[src/rtl/imem_boot_loader.sv]
// Boot-time program loader: receives a length-prefixed, XOR-checksummed byte frame
// and copies the payload into instruction memory. The pipeline stays in reset until a frame loads cleanly.
module imem_boot_loader #(
   parameter int ADDR_W    = 10,
   parameter int BASE_ADDR = 0
) (
   input  logic              clk_i,
   input  logic              rst_i,
   input  logic              start_i,
   input  logic              in_valid_i,
   input  logic [7:0]        in_data_i,
   output logic              in_ready_o,
   output logic              mem_we_o,
   output logic [ADDR_W-1:0] mem_addr_o,
   output logic [7:0]        mem_wdata_o,
   output logic              cpu_rst_n_o,
   output logic              done_o,
   output logic              err_o,
   output logic [15:0]       byte_cnt_o
);

   typedef enum logic [2:0] {
      IDLE,
      LEN_LO,
      LEN_HI,
      DATA,
      CSUM,
      DONE,
      ERR
   } state_t;

   // Largest payload that fits between BASE_ADDR and the top of memory; 17 bits so 2^16 fits.
   localparam logic [16:0]       LEN_LIMIT = 17'((1 << ADDR_W) - BASE_ADDR);
   localparam logic [ADDR_W-1:0] BASE      = ADDR_W'(BASE_ADDR);

   state_t            state_q;
   state_t            state_d;
   logic [15:0]       len_q;
   logic [7:0]        csum_q;
   logic              xfer;
   logic [15:0]       full_len;
   logic              last_byte;
   logic              ready_d;
   logic              done_d;
   logic              err_d;
   logic              we_d;
   logic [ADDR_W-1:0] addr_d;

   // A start pulse wins over a byte offered in the same cycle.
   assign xfer      = in_valid_i && in_ready_o && !start_i;
   assign full_len  = {in_data_i, len_q[7:0]};
   assign last_byte = (byte_cnt_o + 16'd1) == len_q;

   always_ff @(posedge clk_i) begin
      if (rst_i) begin
         state_q     <= IDLE;
         in_ready_o  <= 1'b0;
         mem_we_o    <= 1'b0;
         mem_addr_o  <= '0;
         mem_wdata_o <= '0;
         cpu_rst_n_o <= 1'b0;
         done_o      <= 1'b0;
         err_o       <= 1'b0;
      end else begin
         state_q     <= state_d;
         in_ready_o  <= ready_d;
         mem_we_o    <= we_d;
         cpu_rst_n_o <= done_d;
         done_o      <= done_d;
         err_o       <= err_d;
         if (we_d) begin
            mem_addr_o  <= addr_d;
            mem_wdata_o <= in_data_i;
         end
      end
   end

   always_comb begin
      state_d = state_q;
      if (start_i) begin
         state_d = LEN_LO;
      end else if (xfer) begin
         case (state_q)
            LEN_LO: state_d = LEN_HI;
            LEN_HI: begin
               if ({1'b0, full_len} > LEN_LIMIT) begin
                  state_d = ERR;
               end else if (full_len == 16'd0) begin
                  state_d = CSUM;
               end else begin
                  state_d = DATA;
               end
            end
            DATA: begin
               if (last_byte) begin
                  state_d = CSUM;
               end
            end
            CSUM: state_d = (in_data_i == csum_q) ? DONE : ERR;
            default: state_d = state_q;
         endcase
      end
   end

   // Outputs are registered from the next state, so ready stays low for the cycle after a start.
   always_comb begin
      ready_d = (state_d inside {LEN_LO, LEN_HI, DATA, CSUM}) && !start_i;
      done_d  = (state_d == DONE);
      err_d   = (state_d == ERR);
      we_d    = xfer && (state_q == DATA);
      addr_d  = BASE + byte_cnt_o[ADDR_W-1:0];
   end

   always_ff @(posedge clk_i) begin
      if (rst_i) begin
         len_q      <= '0;
         csum_q     <= '0;
         byte_cnt_o <= '0;
      end else if (start_i) begin
         len_q      <= '0;
         csum_q     <= '0;
         byte_cnt_o <= '0;
      end else if (xfer) begin
         case (state_q)
            LEN_LO: len_q[7:0]  <= in_data_i;
            LEN_HI: len_q[15:8] <= in_data_i;
            DATA: begin
               csum_q     <= csum_q ^ in_data_i;
               byte_cnt_o <= byte_cnt_o + 16'd1;
            end
            default: begin
            end
         endcase
      end
   end

endmodule

[config.mk]
export PLATFORM = sky130hd
export DESIGN_NAME = imem_boot_loader
export DESIGN_NICKNAME = d
export VERILOG_FILES = /design/src/rtl/imem_boot_loader.sv
export SDC_FILE = /design/constraint.sdc
export NUM_CORES = 1
export LEC_CHECK = 0
export CORE_ASPECT_RATIO = 0.5
export CORE_MARGIN = 5
export CORE_UTILIZATION = 40
export CTS_CLUSTER_SIZE = 40
export DETAILED_ROUTE_END_ITERATION = 10
export SLEW_MARGIN = 15
export SYNTH_ARGS = -nofsm -noshare
export SYNTH_HDL_FRONTEND = slang
export SYNTH_SLANG_ARGS = --single-unit
[constraint.sdc]
create_clock -name clk_i -period 3.9 [get_ports clk_i]
set_input_delay 0.78 -clock clk_i [delete_from_list [all_inputs] [get_ports clk_i]]
set_output_delay 0.78 -clock clk_i [all_outputs]
set_load 0.005 [all_outputs]
# Word-level counts from Yosys, hierarchy flattened

Index checks and enable logic that the tools add are counted.

Add/subtract/negate cells: 1
Magnitude comparators: 1
Equality and inequality tests: 12
Mux-type cells: 7
Bitwise logic cells: 1
Reduce and logical (&&, ||, !) cells: 11

Operators with widths:

| cell                                                                   | number |
|---|---|
| 16-bit by 1-bit adder with 16-bit output, second input constant        | 1 |
| 16-bit == test                                                         | 1 |
| 16-bit by 11-bit > comparator with 1-bit output, second input constant | 1 |
| 16-bit zero test                                                       | 1 |
| 3-bit 2-to-1 mux                                                       | 5 |
| 3-bit by 2-bit == test with 1-bit output, second input constant        | 4 |
| 3-bit == test, second input constant                                   | 4 |
| 3-bit case mux with 4 select lines                                     | 1 |
| 8-bit == test                                                          | 1 |
| 8-bit XOR                                                              | 1 |
| 3-bit by 1-bit == test with 1-bit output, second input constant        | 2 |
| 2-bit AND reduction                                                    | 3 |
| 1-bit logical AND                                                      | 4 |
| 4-bit nonzero test                                                     | 1 |
| 2-bit 2-to-1 mux                                                       | 1 |
| 2-bit OR reduction                                                     | 1 |
| 1-bit zero test                                                        | 1 |

Flip-flop bits (word level): 65
Input bits: 12
Output and inout bits: 39
Logic and storage cells: 44

# Depth between registers and ports, before layout

Depth after elaboration: 9
Mapped depth: 9
Depth with buffers taken out: 9

# Worst setup path after synthesis

Ideal clock, no wire load.

Path type: register to register
Start: register byte_cnt_o[0]
End: register in_ready_o
Setup time: 0.070 ns
Data arrival time: 2.677 ns
Data required time: 3.830 ns
Path slack: 1.153 ns
Stages on the path, launching flop included: 10
Path buffers: 0
Clock period less this slack: 2.747 ns
Path through: dfxtp_1 -> ha_1 -> nand3_4 -> nor4_1 -> o32ai_1 -> a2111o_1 -> nor4_4 -> o21bai_1 -> or3_1 -> a21oi_1

Word-level cells in the longest chain between the ends: 9
Elaborated cells on any way between the ends: 12
Those cells by class: add/sub (1); eq/ne (5); mux (4); reduce/logical (2)

RTL lines:

| element                                                          | line | text |
|---|---|---|
| from (decl)                                                      | 19   | `output logic [15:0] byte_cnt_o` |
| from (signal assigned)                                           | 129  | `byte_cnt_o <= byte_cnt_o + 16'd1;` |
| 16-bit by 1-bit adder with 16-bit output *                       | 52   | `assign last_byte = (byte_cnt_o + 16'd1) == len_q;` |
| 16-bit == test *                                                 | 52   |  |
| 3-bit 2-to-1 mux *                                               | 95   | `if (last_byte) begin` |
| 3-bit case mux with 4 select lines *                             | 83   | `case (state_q)` |
| 3-bit 2-to-1 mux *                                               | 82   | `end else if (xfer) begin` |
| 3-bit 2-to-1 mux *                                               | 80   | `if (start_i) begin` |
| 3-bit by 1-bit == test with 1-bit output (tied with other cells) | 107  | `ready_d = (state_d inside {LEN_LO, LEN_HI, DATA, CSUM}) && !start_i;` |
| 4-bit nonzero test *                                             | 107  |  |
| 1-bit logical AND *                                              | 107  |  |
| to (signal assigned)                                             | 66   | `in_ready_o <= ready_d;` |
| to (decl)                                                        | 12   | `output logic in_ready_o,` |

Every way passes the cells marked *; elsewhere a longest branch is shown, timed or not.
A chain may end at the register's enable or synchronous reset.

# Final worst setup path

Ends and elaborated chain as after synthesis.

==> flow_summary.ini <==
[run_status]
outcome = complete, no violations

[die]
core-area_mm2 = 0.00789
start_util = 0.405
die_area_mm2 = 0.00998
die_w_um = 136
io_pins = 51
die_h_um = 73.2
rows = 23

[setup_path]
arrival_ns = 3.31
worst_setup_path_end_kind = register
cp.required_ns = 4.16
cp_max_fo = 9
rr_startpoint = byte_cnt_o[0]
worstSetupPathType = reg2reg
crit_path_start_kind = register
crit_start = byte_cnt_o[0]

[pwr]
ir_drop_mv = 0.205
p_int_mw = 1.21
clock_power_share = 0.525
comb_power_share = 0.035
p_seq_frac = 0.439
swShare = 0.204
power_density_mw_per_mm2 = 376
p_leak_nw = 1.39
switchingPower_mw = 0.311

[synth]
synth_top_area_cell = dfxtp_1
yosys_warnings = 0
yosys-top-cells-area = dfxtp_1 (41%), nand2_1 (7.8%), xnor2_1 (7.1%)
syn_area_mm2 = 0.00319
synth_compound_area_frac = 0.108
synth_nets = 405
synth_xor_area_frac = 0.134
seq_area_frac_synth = 0.407
avgSynthCellArea_um2 = 8.15
yosysTopAreaCellShare = 0.407
syn_inst = 392
synth_edf_count = 0
synth_cell_types = 44
ys.flop_type = dfxtp_1
synthSimpleGateAreaFrac = 0.277
synth_top_family_by_area = simple AND/OR/NAND/NOR gates
async_flop_share = 0
synth-seq-cells = 65
synth_mux_area_frac = 0.0251
synth_fa_ha_area_frac = 0.00392

[cells_and_area]
final_nets = 449
area_delta_synth_final_pct = 26.9
final_common_cell = nand2_1
seq_area_mm2 = 0.00130
multi_input_area_mm2 = 0.00175
mostFrequentLayoutCells = nand2_1 (66), dfxtp_1 (65), clkdlybuf4s50_1 (50)
diodes = 0
finish.utilization = 0.514
nFillCells = 757
finalInstanceArea_mm2 = 0.00406
drive_above_1_share = 0.0750

[cts]
cts.sinks = 65
clockBufferDepth = 2
cts_inserted_buffers = 9
cts_tree = built
hold_buffers = 0
root_buffer = clkbuf_16
clk_latency_ns = 0.33
post_cts_buffers = 0
clkTransAtPathRegs_ns = 0.05
htree_levels = 3
cts_resized = 0

[timing]
hold_violations = 0
relSlewSlack = 0.460
rsz0062_at_grt = no
clock_skew_ns = 0.00609
tightest_slew_ns = 0.808
clock.fmax_ghz = 0.328
finalSetupTns_ns = 0
finalSetupViolCount = 0
drv_slew = 0
period_share = 0.781
period_needed_ns = 3.04

[detailed_routing]
drc_errors = 0
first_pass_iters = 5
post_drt_wl_per_cell_um = 14.8
ant_nets = 0
num_vias = 2836
wl_um = 8200
vias_per_cell = 5.14
drt_iter0_drc = 221

[placed_design]
gp_congestion = 0.888
io_buffers = 50
placement.cell_area_mm2 = 0.00376
place.detailed.hpwl_um = 5880

[global_routing]
grt_usage = 0.174
grt_first_pass_wirelength_um = 13500
grt_remaining_overflow = 0
grt_max_degree = 29
grt_pass1_vias = 2695
antenna_found_initial = 0

[hold_path]
min_path_type = reg2reg
worstHoldStart = mem_addr_o[3]

[flow_run]
cap_violations = 0
[final cells by class]
type                       instances  area share
multi-input combinational        298       0.432
sequential                        65       0.321
clock inverter                     3     0.00987
inverter                           7     0.00648
timing repair buffer              55       0.133
tap                              112      0.0346
clock buffer                      12      0.0633
[power by group through the flow]
stage / sequential (mW) / clock (mW) / combinational, mW
after detailed placement: 0.683 / 0 / 0.0533
after CTS: 0.669 / 0.819 / 0.0535
after global routing: 0.668 / 0.850 / 0.0584
final: 0.669 / 0.800 / 0.0538
after global placement: 0.683 / 0 / 0.0524
after floorplan: 0.681 / 0 / 0.0286
[cells in the mapped netlist, drive strengths merged, types with 6 or more instances]
cell / instances
nor3: 6
nand3: 17
nand2: 66
a21oi: 38
nor2: 47
mux2i: 8
xor2: 23
or3: 9
dfxtp: 65
nor2b: 6
o21ai: 9
inv: 7
clkbuf: 15
xnor2: 26
buf: 6
nand4: 7
nor4: 8
[final timing paths]
path / endpoint / slack [ns] / depth (start not counted)
min: mem_addr_o[3] / 0.45 / 2
min reg2reg: mem_addr_o[3] / 0.45 / 2
max reg2reg: in_ready_o / 0.86 / 9
max: in_ready_o / 0.86 / 9
[layer usage]
layer,vias to the layer above,wire [µm],global-route usage
li1,1416,-,-
met2,98,3580,0.255
met5,-,0,0
met1,1309,3950,0.243
met4,0,106,0.0648
met3,13,564,0.0489
[per-stage QoR]
stage	cells	power (mW)	setup slack, ns	hold slack (ns)
after global routing	552	1.58	0.614	0.474
final	552	1.52	0.855	0.451
after CTS	552	1.54	0.844	0.455
after floorplan	392	0.710	1.15	0.445
after detailed placement	537	0.736	0.777	0.447
after global placement	537	0.735	0.849	0.443
[sequential cells by signal, indices dropped and copies added (netlist names)]
register / cells
byte_cnt_o: 16
len_q: 16
mem_addr_o: 10
csum_q: 8
mem_wdata_o: 8
state_q: 3
done_o: 1
err_o: 1
in_ready_o: 1
mem_we_o: 1
[cell families after synthesis]
group / Yosys count
XOR/XNOR: 49
buffers and inverters: 29
AND/OR/NAND/NOR: 179
flip-flops: 65
multiplexers: 8
AO/OA/AOI/OAI: 61
adder cells (fa/ha/maj): 1
[worst max-delay path, stage by stage, from the launching register on]
cell and delay, ns:
dfxtp_1 0.48, ha_1 0.31, nand3_4 0.14, nor4_1 0.36
o32ai_1 0.15, a2111o_1 0.44, nor4_4 0.43, o21bai_1 0.14
or3_1 0.38, a21oi_1 0.14
(Power assumes the default switching activity.)
